`config.mk`:
```
export PLATFORM = sky130hd
export DESIGN_NAME = cim_weight_loader_flat
export DESIGN_NICKNAME = d
export VERILOG_FILES = /design/src/rtl/cim_pkg.sv /design/src/rtl/cim_weight_loader_if.sv /design/src/rtl/cim_wload_rowctr.sv /design/src/rtl/cim_weight_loader.sv /design/src/flat_wrapper.sv
export SDC_FILE = /design/constraint.sdc
export NUM_CORES = 1
export LEC_CHECK = 0
export CAP_MARGIN = 20
export CORE_ASPECT_RATIO = 1.75
export CORE_MARGIN = 3
export CORE_UTILIZATION = 32
export DETAILED_ROUTE_END_ITERATION = 12
export PLACE_DENSITY = 0.7
export SLEW_MARGIN = 25
export SYNTH_ARGS = -nofsm -noshare
export SYNTH_HDL_FRONTEND = slang
export SYNTH_HIERARCHICAL = 1
export SYNTH_SLANG_ARGS = --single-unit
```
`constraint.sdc`:
```
create_clock -name clk -period 1.9 [get_ports clk]
set_clock_uncertainty 0.05 [all_clocks]
set_input_delay 0.38 -clock clk [delete_from_list [all_inputs] [get_ports clk]]
set_output_delay 0.38 -clock clk [all_outputs]
set_load 0.005 [all_outputs]
```
`src/rtl/cim_pkg.sv`:
```
// Shared CIM definitions: default geometry of the weight bank and the weight loader state encoding.
package cim_pkg;

   localparam int WEIGHT_BITS = 12;
   localparam int ROWS        = 144;
   localparam int ADDR_WIDTH  = 8;

   typedef enum logic [1:0] {
      IDLE      = 2'd0,
      LOAD      = 2'd1,
      FILL      = 2'd2,
      WAIT_SWAP = 2'd3
   } wload_state_t;

endpackage

```
`src/rtl/cim_weight_loader_if.sv`:
```
// Weight stream handshake between the weight DMA/FIFO (master) and the loader (slave).
// Carries an even-parity bit when WLOAD_PARITY_CHECK_EN is defined.
interface cim_weight_loader_if #(
   parameter int WEIGHT_BITS = cim_pkg::WEIGHT_BITS
);
   logic                   valid;
   logic                   ready;
   logic [WEIGHT_BITS-1:0] data;
   logic                   last;
`ifdef WLOAD_PARITY_CHECK_EN
   logic                   par;

   modport master (output valid, data, last, par, input ready);
   modport slave  (input valid, data, last, par, output ready);
`else
   modport master (output valid, data, last, input ready);
   modport slave  (input valid, data, last, output ready);
`endif
endinterface

```
`src/rtl/cim_wload_rowctr.sv`:
```
// Tile row counter: synchronous clear, increment that stops at the last row, last-row flag.
module cim_wload_rowctr
   import cim_pkg::*;
#(
   parameter int ROWS       = cim_pkg::ROWS,
   parameter int ADDR_WIDTH = cim_pkg::ADDR_WIDTH
) (
   input  logic                  clk,
   input  logic                  rst_n,
   input  logic                  clr,
   input  logic                  inc,
   output logic [ADDR_WIDTH-1:0] count,
   output logic                  is_last
);

   localparam logic [ADDR_WIDTH-1:0] LAST_ROW = ADDR_WIDTH'(ROWS - 1);

   always_ff @(posedge clk or negedge rst_n) begin
      if (!rst_n) begin
         count <= '0;
      end else if (clr) begin
         count <= '0;
      end else if (inc && !is_last) begin
         // Holding at the last row keeps the address inside the tile; only clr restarts it.
         count <= count + ADDR_WIDTH'(1);
      end
   end

   assign is_last = (count == LAST_ROW);

endmodule

```
`src/rtl/cim_weight_loader.sv`:
```
// Weight loader: fills the shadow (non-MAC) bank row from a valid/ready stream, then requests a swap.
// Optional even-parity checking of incoming words is built when WLOAD_PARITY_CHECK_EN is defined.
module cim_weight_loader
   import cim_pkg::*;
#(
   parameter int WEIGHT_BITS = cim_pkg::WEIGHT_BITS,
   parameter int ROWS        = cim_pkg::ROWS,
   parameter int ADDR_WIDTH  = cim_pkg::ADDR_WIDTH
) (
   input  logic                   clk,
   input  logic                   rst_n,
   input  logic                   start,
   input  logic                   mac_on_pong_row,
   cim_weight_loader_if.slave     s,
   output logic                   we,
   output logic [ADDR_WIDTH-1:0]  wa,
   output logic [WEIGHT_BITS-1:0] d_in,
   output logic                   write_to_pong_row,
   output logic                   swap_req,
   input  logic                   swap_ack,
   output logic                   busy,
   output logic                   done,
   output logic                   err_len
`ifdef WLOAD_PARITY_CHECK_EN
   ,
   output logic                   err_par
`endif
);

   wload_state_t           state, next_state;
   logic                   s_ready_q;
   logic                   beat, start_ok;
   logic                   ctr_clr, ctr_inc, ctr_last;
   logic [ADDR_WIDTH-1:0]  ctr_count;
   logic                   we_d, pong_d, err_len_d, done_d;
   logic [ADDR_WIDTH-1:0]  wa_d;
   logic [WEIGHT_BITS-1:0] d_d;

   cim_wload_rowctr #(
      .ROWS       (ROWS),
      .ADDR_WIDTH (ADDR_WIDTH)
   ) u_rowctr (
      .clk     (clk),
      .rst_n   (rst_n),
      .clr     (ctr_clr),
      .inc     (ctr_inc),
      .count   (ctr_count),
      .is_last (ctr_last)
   );

   assign s.ready = s_ready_q;
   assign beat    = (state == LOAD) && s.valid && s_ready_q;
   // The done cycle already shows IDLE, but a start there belongs to the finished tile's handoff.
   assign start_ok = (state == IDLE) && start && !done;

   always_ff @(posedge clk or negedge rst_n) begin
      if (!rst_n) begin
         state <= IDLE;
      end else begin
         // NOTE: sequential state uses non-blocking assignment so every flop samples pre-edge values.
         state <= next_state;
      end
   end

   always_comb begin
      // NOTE: every signal gets a default before the case so no path can infer a latch.
      next_state = state;
      ctr_clr    = 1'b0;
      ctr_inc    = 1'b0;
      we_d       = 1'b0;
      wa_d       = wa;
      d_d        = d_in;
      pong_d     = write_to_pong_row;
      err_len_d  = err_len;
      done_d     = 1'b0;
      case (state)
         IDLE: begin
            if (start_ok) begin
               pong_d     = ~mac_on_pong_row;
               ctr_clr    = 1'b1;
               err_len_d  = 1'b0;
               next_state = LOAD;
            end
         end
         LOAD: begin
            if (beat) begin
               we_d = 1'b1;
               wa_d = ctr_count;
               d_d  = s.data;
               if (ctr_last) begin
                  next_state = WAIT_SWAP;
                  if (!s.last) err_len_d = 1'b1;
               end else begin
                  ctr_inc = 1'b1;
                  if (s.last) begin
                     err_len_d  = 1'b1;
                     next_state = FILL;
                  end
               end
            end
         end
         FILL: begin
            // Pad the rest of a short tile with zero weights, one row per cycle.
            we_d = 1'b1;
            wa_d = ctr_count;
            d_d  = '0;
            if (ctr_last) next_state = WAIT_SWAP;
            else          ctr_inc    = 1'b1;
         end
         WAIT_SWAP: begin
            if (swap_ack) begin
               done_d     = 1'b1;
               next_state = IDLE;
            end
         end
      endcase
   end

   always_ff @(posedge clk or negedge rst_n) begin
      if (!rst_n) begin
         s_ready_q         <= 1'b0;
         we                <= 1'b0;
         wa                <= '0;
         d_in              <= '0;
         write_to_pong_row <= 1'b0;
         swap_req          <= 1'b0;
         busy              <= 1'b0;
         done              <= 1'b0;
         err_len           <= 1'b0;
      end else begin
         s_ready_q         <= (next_state == LOAD);
         we                <= we_d;
         wa                <= wa_d;
         d_in              <= d_d;
         write_to_pong_row <= pong_d;
         swap_req          <= (next_state == WAIT_SWAP);
         busy              <= (next_state != IDLE);
         done              <= done_d;
         err_len           <= err_len_d;
      end
   end

`ifdef WLOAD_PARITY_CHECK_EN
   always_ff @(posedge clk or negedge rst_n) begin
      if (!rst_n) begin
         err_par <= 1'b0;
      end else if (start_ok) begin
         err_par <= 1'b0;
      end else if (beat && ((^s.data) != s.par)) begin
         err_par <= 1'b1;
      end
   end
`endif

endmodule

```
`src/flat_wrapper.sv`:
```
// flat-port wrapper written by rule: the top's interface ports become plain ports
module cim_weight_loader_flat import cim_pkg::*;
#(
   parameter int WEIGHT_BITS = cim_pkg::WEIGHT_BITS,
   parameter int ROWS        = cim_pkg::ROWS,
   parameter int ADDR_WIDTH  = cim_pkg::ADDR_WIDTH
)
  (clk, rst_n, start, mac_on_pong_row, we, wa, d_in, write_to_pong_row, swap_req, swap_ack, busy, done, err_len, s_valid, s_data, s_last, s_ready);
  cim_weight_loader_if #(.WEIGHT_BITS(WEIGHT_BITS)) s_i ();
  input  logic clk;
  input  logic rst_n;
  input  logic start;
  input  logic mac_on_pong_row;
  output logic we;
  output logic [ADDR_WIDTH-1:0] wa;
  output logic [WEIGHT_BITS-1:0] d_in;
  output logic write_to_pong_row;
  output logic swap_req;
  input  logic swap_ack;
  output logic busy;
  output logic done;
  output logic err_len;
  input wire logic [$bits(s_i.valid)-1:0] s_valid;
  input wire logic [$bits(s_i.data)-1:0] s_data;
  input wire logic [$bits(s_i.last)-1:0] s_last;
  output wire logic [$bits(s_i.ready)-1:0] s_ready;
  assign s_i.valid = s_valid;
  assign s_i.data = s_data;
  assign s_i.last = s_last;
  assign s_ready = s_i.ready;
  cim_weight_loader #(.WEIGHT_BITS(WEIGHT_BITS), .ROWS(ROWS), .ADDR_WIDTH(ADDR_WIDTH)) u_core (.clk(clk), .rst_n(rst_n), .start(start), .mac_on_pong_row(mac_on_pong_row), .s(s_i), .we(we), .wa(wa), .d_in(d_in), .write_to_pong_row(write_to_pong_row), .swap_req(swap_req), .swap_ack(swap_ack), .busy(busy), .done(done), .err_len(err_len));
endmodule
```
==> summary.txt <==
row count: 35
Initial Utilization: 0.335
synth warn: 6
Post-CTS Hold Fix Bufs: 0
Worst R2R Setup Slack: -0.02 ns
first-pass GRT wire length: 6640 um
Req. time, crit path: 2.06 ns
CTS Buf Count: 5
Worst VDD drop: 0.568 mV
outcome: complete, but fails checks
Vias: 1386
element type at the critical path start: flop
Register-to-Register Path Depth: 7
Port Buffers: 45
Area contributors post-synth: dfrtp_1 52%, mux2_2 13%, nor2b_1 4.9%
final period utilization: 1.01
die area: 6560 um2
fin crit period: 1.92 ns
Via density: 4.64
Pwr Density: 1250 nW/um2
Clock Tree Root: clkbuf_8
final hold vios: 0
Global Route Usage Sum: 0.127
Max Slew Vio Count: 0
Flop pwr share: 0.343
commonest cells after routing, fill and taps aside: 44 x clkdlybuf4s50_1, 37 x dfrtp_1, 26 x buf_4
setup TNS: -0.0346 ns
Cell Count, Final, Fillers Out: 299
cell area after synthesis: 1790 um2
routed len/inst: 12.8 um
Max-Cap Viols: 0
post-synth top area share: 0.517
FF+latch count, synth: 37
Critical Path AT: 2.09 ns
Area growth syn-to-layout: 47.4%
syn_area_per_cell: 12.0 um2
Slew headroom: 0.683
Gate power share: 0.499
ys flop type: dfrtp_1
RR Endpoint: u_core/u_rowctr/count[4]$_DFFE_PN0P_
I/O pin total: 46
Detailed Route WL: 3820 um
core box area: 5340 um2
maximum root-to-sink buffer count: 2
clock sinks: 37
Clock Latency Late Sink: 0.28 ns
worst hold slack: 0.0767 ns
Clock transition at path regs: 0.07 ns
largest net degree at the start of global routing: 38
placed cells: 289
CP Capture Type: flop
vias in the first global route: 1489
switching pwr: 0.00101 W
Antenna Cells: 0
part of the Yosys area used for sequential elements: 0.517
drt first pass iters: 4
die width: 62.5 um
Final GP Congestion: 0.841
total congestion overflow: 0
CTS H-tree lvls: 2
Hold WC Path Type: in2async
ys async rst share: 1.00
nets@finish: 249
failing checks: negative setup slack
CP Class: reg2reg
RSZ-0062 raised after global routing: true
CTS tree: done
internal cell power: 0.00228 W
actual slew at the worst max-slew pin: 0.476 ns
Leak: 1.18 nW
worst setup margin: -0.0241 ns
Clock Power Share: 0.158
Die Ht: 105 um
switching share of total power: 0.307
Finish-stage setup viols: 3
DRC: 0
HPWL after DPL: 2860 um
layout cells sized above 1: 0.342
Synth cell types: 39
DR iter-0 viols: 24
antenna violations before repair: 0
most common cell after layout, fill and taps aside: clkdlybuf4s50_1
number of cells produced by synthesis: 149
utilization after layout: 0.494
worst-path fanout max: 5
leading area contributor after synthesis: dfrtp_1
Syn Nets: 174
Post-DRT Antenna Nets: 0
Worst R2R Start: u_core/state[0]$_DFF_PN0_
fmax: 520 MHz
EDFF count, synth: 0
==> layout make-up <==
class | count | area [um2]
clock inverter | 2 | 10.0
fill | 520 | 2710
timing repair buffer | 72 | 661
sequential | 37 | 926
tap | 74 | 92.6
inverter | 8 | 30.0
clock buffer | 6 | 72.6
multi-input combinational | 100 | 846
==> cells in the mapped netlist, types with 2 or more instances <==
library cell / instances
nor2b_1: 14
or3_1: 3
mux2_2: 20
a21oi_1: 12
nand3_1: 3
inv_2: 2
o21ai_0: 5
nor2_1: 3
nand2b_1: 2
inv_1: 6
buf_6: 2
dfrtp_1: 37
ha_1: 6
nand4_1: 3
mux2i_1: 2
nand2_1: 6
==> metal layers <==
metal | routed length (um) | share of wire | global-route usage | vias to the layer above
met5 | 0 | 0 | 0 | -
met4 | 80 | 0.021 | 0.0664 | 0
met3 | 169 | 0.044 | 0.0344 | 5
met2 | 2200 | 0.58 | 0.241 | 30
met1 | 1370 | 0.36 | 0.121 | 679
li1 | - | - | - | 672
==> worst max-delay path: stages, from the launching register on <==
cell and delay, ns:
dfrtp_1 0.43, inv_2 0.09, ha_1 0.30, and2_2 0.14, nor2b_4 0.18, nand3_2 0.11
or4_1 0.42, a21oi_1 0.14
==> power groups by stage <==
stage / clock [W] / sequential [W] / combinational (W)
floorplan: 0 / 0.00117 / 0.000881
global placement: 0 / 0.00114 / 0.00163
global route: 0.000569 / 0.00116 / 0.00180
finish: 0.000519 / 0.00113 / 0.00164
CTS: 0.000549 / 0.00113 / 0.00167
detailed placement: 0 / 0.00114 / 0.00166
==> repair_timing <==
| item | CTS | global route |
|---|---|---|
| setup endpoints to repair | 5 | 9 |
| cloned | 0 | 0 |
| endpoints found under the hold margin | 0 | 0 |
| setup buffers | 2 | 0 |
| pin swaps | 3 | 0 |
| gates resized for setup | 0 | 2 |
==> metrics by stage <==
stage	instance area, um2	setup slack, ns	total power [W]
2_1_floorplan	1830	0.00344	0.00206
3_3_place_gp	2530	-0.281	0.00277
3_5_place_dp	2530	-0.321	0.00280
4_1_cts	2630	-0.0303	0.00335
5_1_grt	2640	-0.134	0.00353
6_report	2640	-0.0241	0.00329
==> cells by family after synthesis <==
kind of cell,synth area share
fa+ha+maj,0.0420
compound gates,0.103
flops,0.517
xor+xnor,0.00490
mux,0.145
simple gates,0.153
buf+inv,0.0336
==> how the worst max path moves through the flow <==
stage	startpoint	end	slack, ns	cells after the start
final	u_core/state[0]$_DFF_PN0_	u_core/u_rowctr/count[4]$_DFFE_PN0P_	-0.02	7
after global routing	u_core/state[0]$_DFF_PN0_	u_core/u_rowctr/count[7]$_DFFE_PN0P_	-0.13	7
after CTS	u_core/state[0]$_DFF_PN0_	u_core/u_rowctr/count[4]$_DFFE_PN0P_	-0.03	7
after detailed placement	s_valid	u_core/u_rowctr/count[7]$_DFFE_PN0P_	-0.32	7
after global placement	s_valid	u_core/u_rowctr/count[7]$_DFFE_PN0P_	-0.28	7
after floorplan	u_core/state[1]$_DFF_PN0_	u_core/u_rowctr/count[4]$_DFFE_PN0P_	0.003	8
==> registers in the layout (all words and copies together), names as in the netlist <==
| register | count |
|---|---|
| u_core/state | 2 |
| u_core/write_to_pong_row | 1 |
| u_core/s.ready | 1 |
| u_core/err_len | 1 |
| u_core/u_rowctr/count | 8 |
| u_core/d_in | 12 |
| u_core/busy | 1 |
| u_core/wa | 8 |
| u_core/done | 1 |
| u_core/we | 1 |
| u_core/swap_req | 1 |
Power figures use the tool's default switching activity.
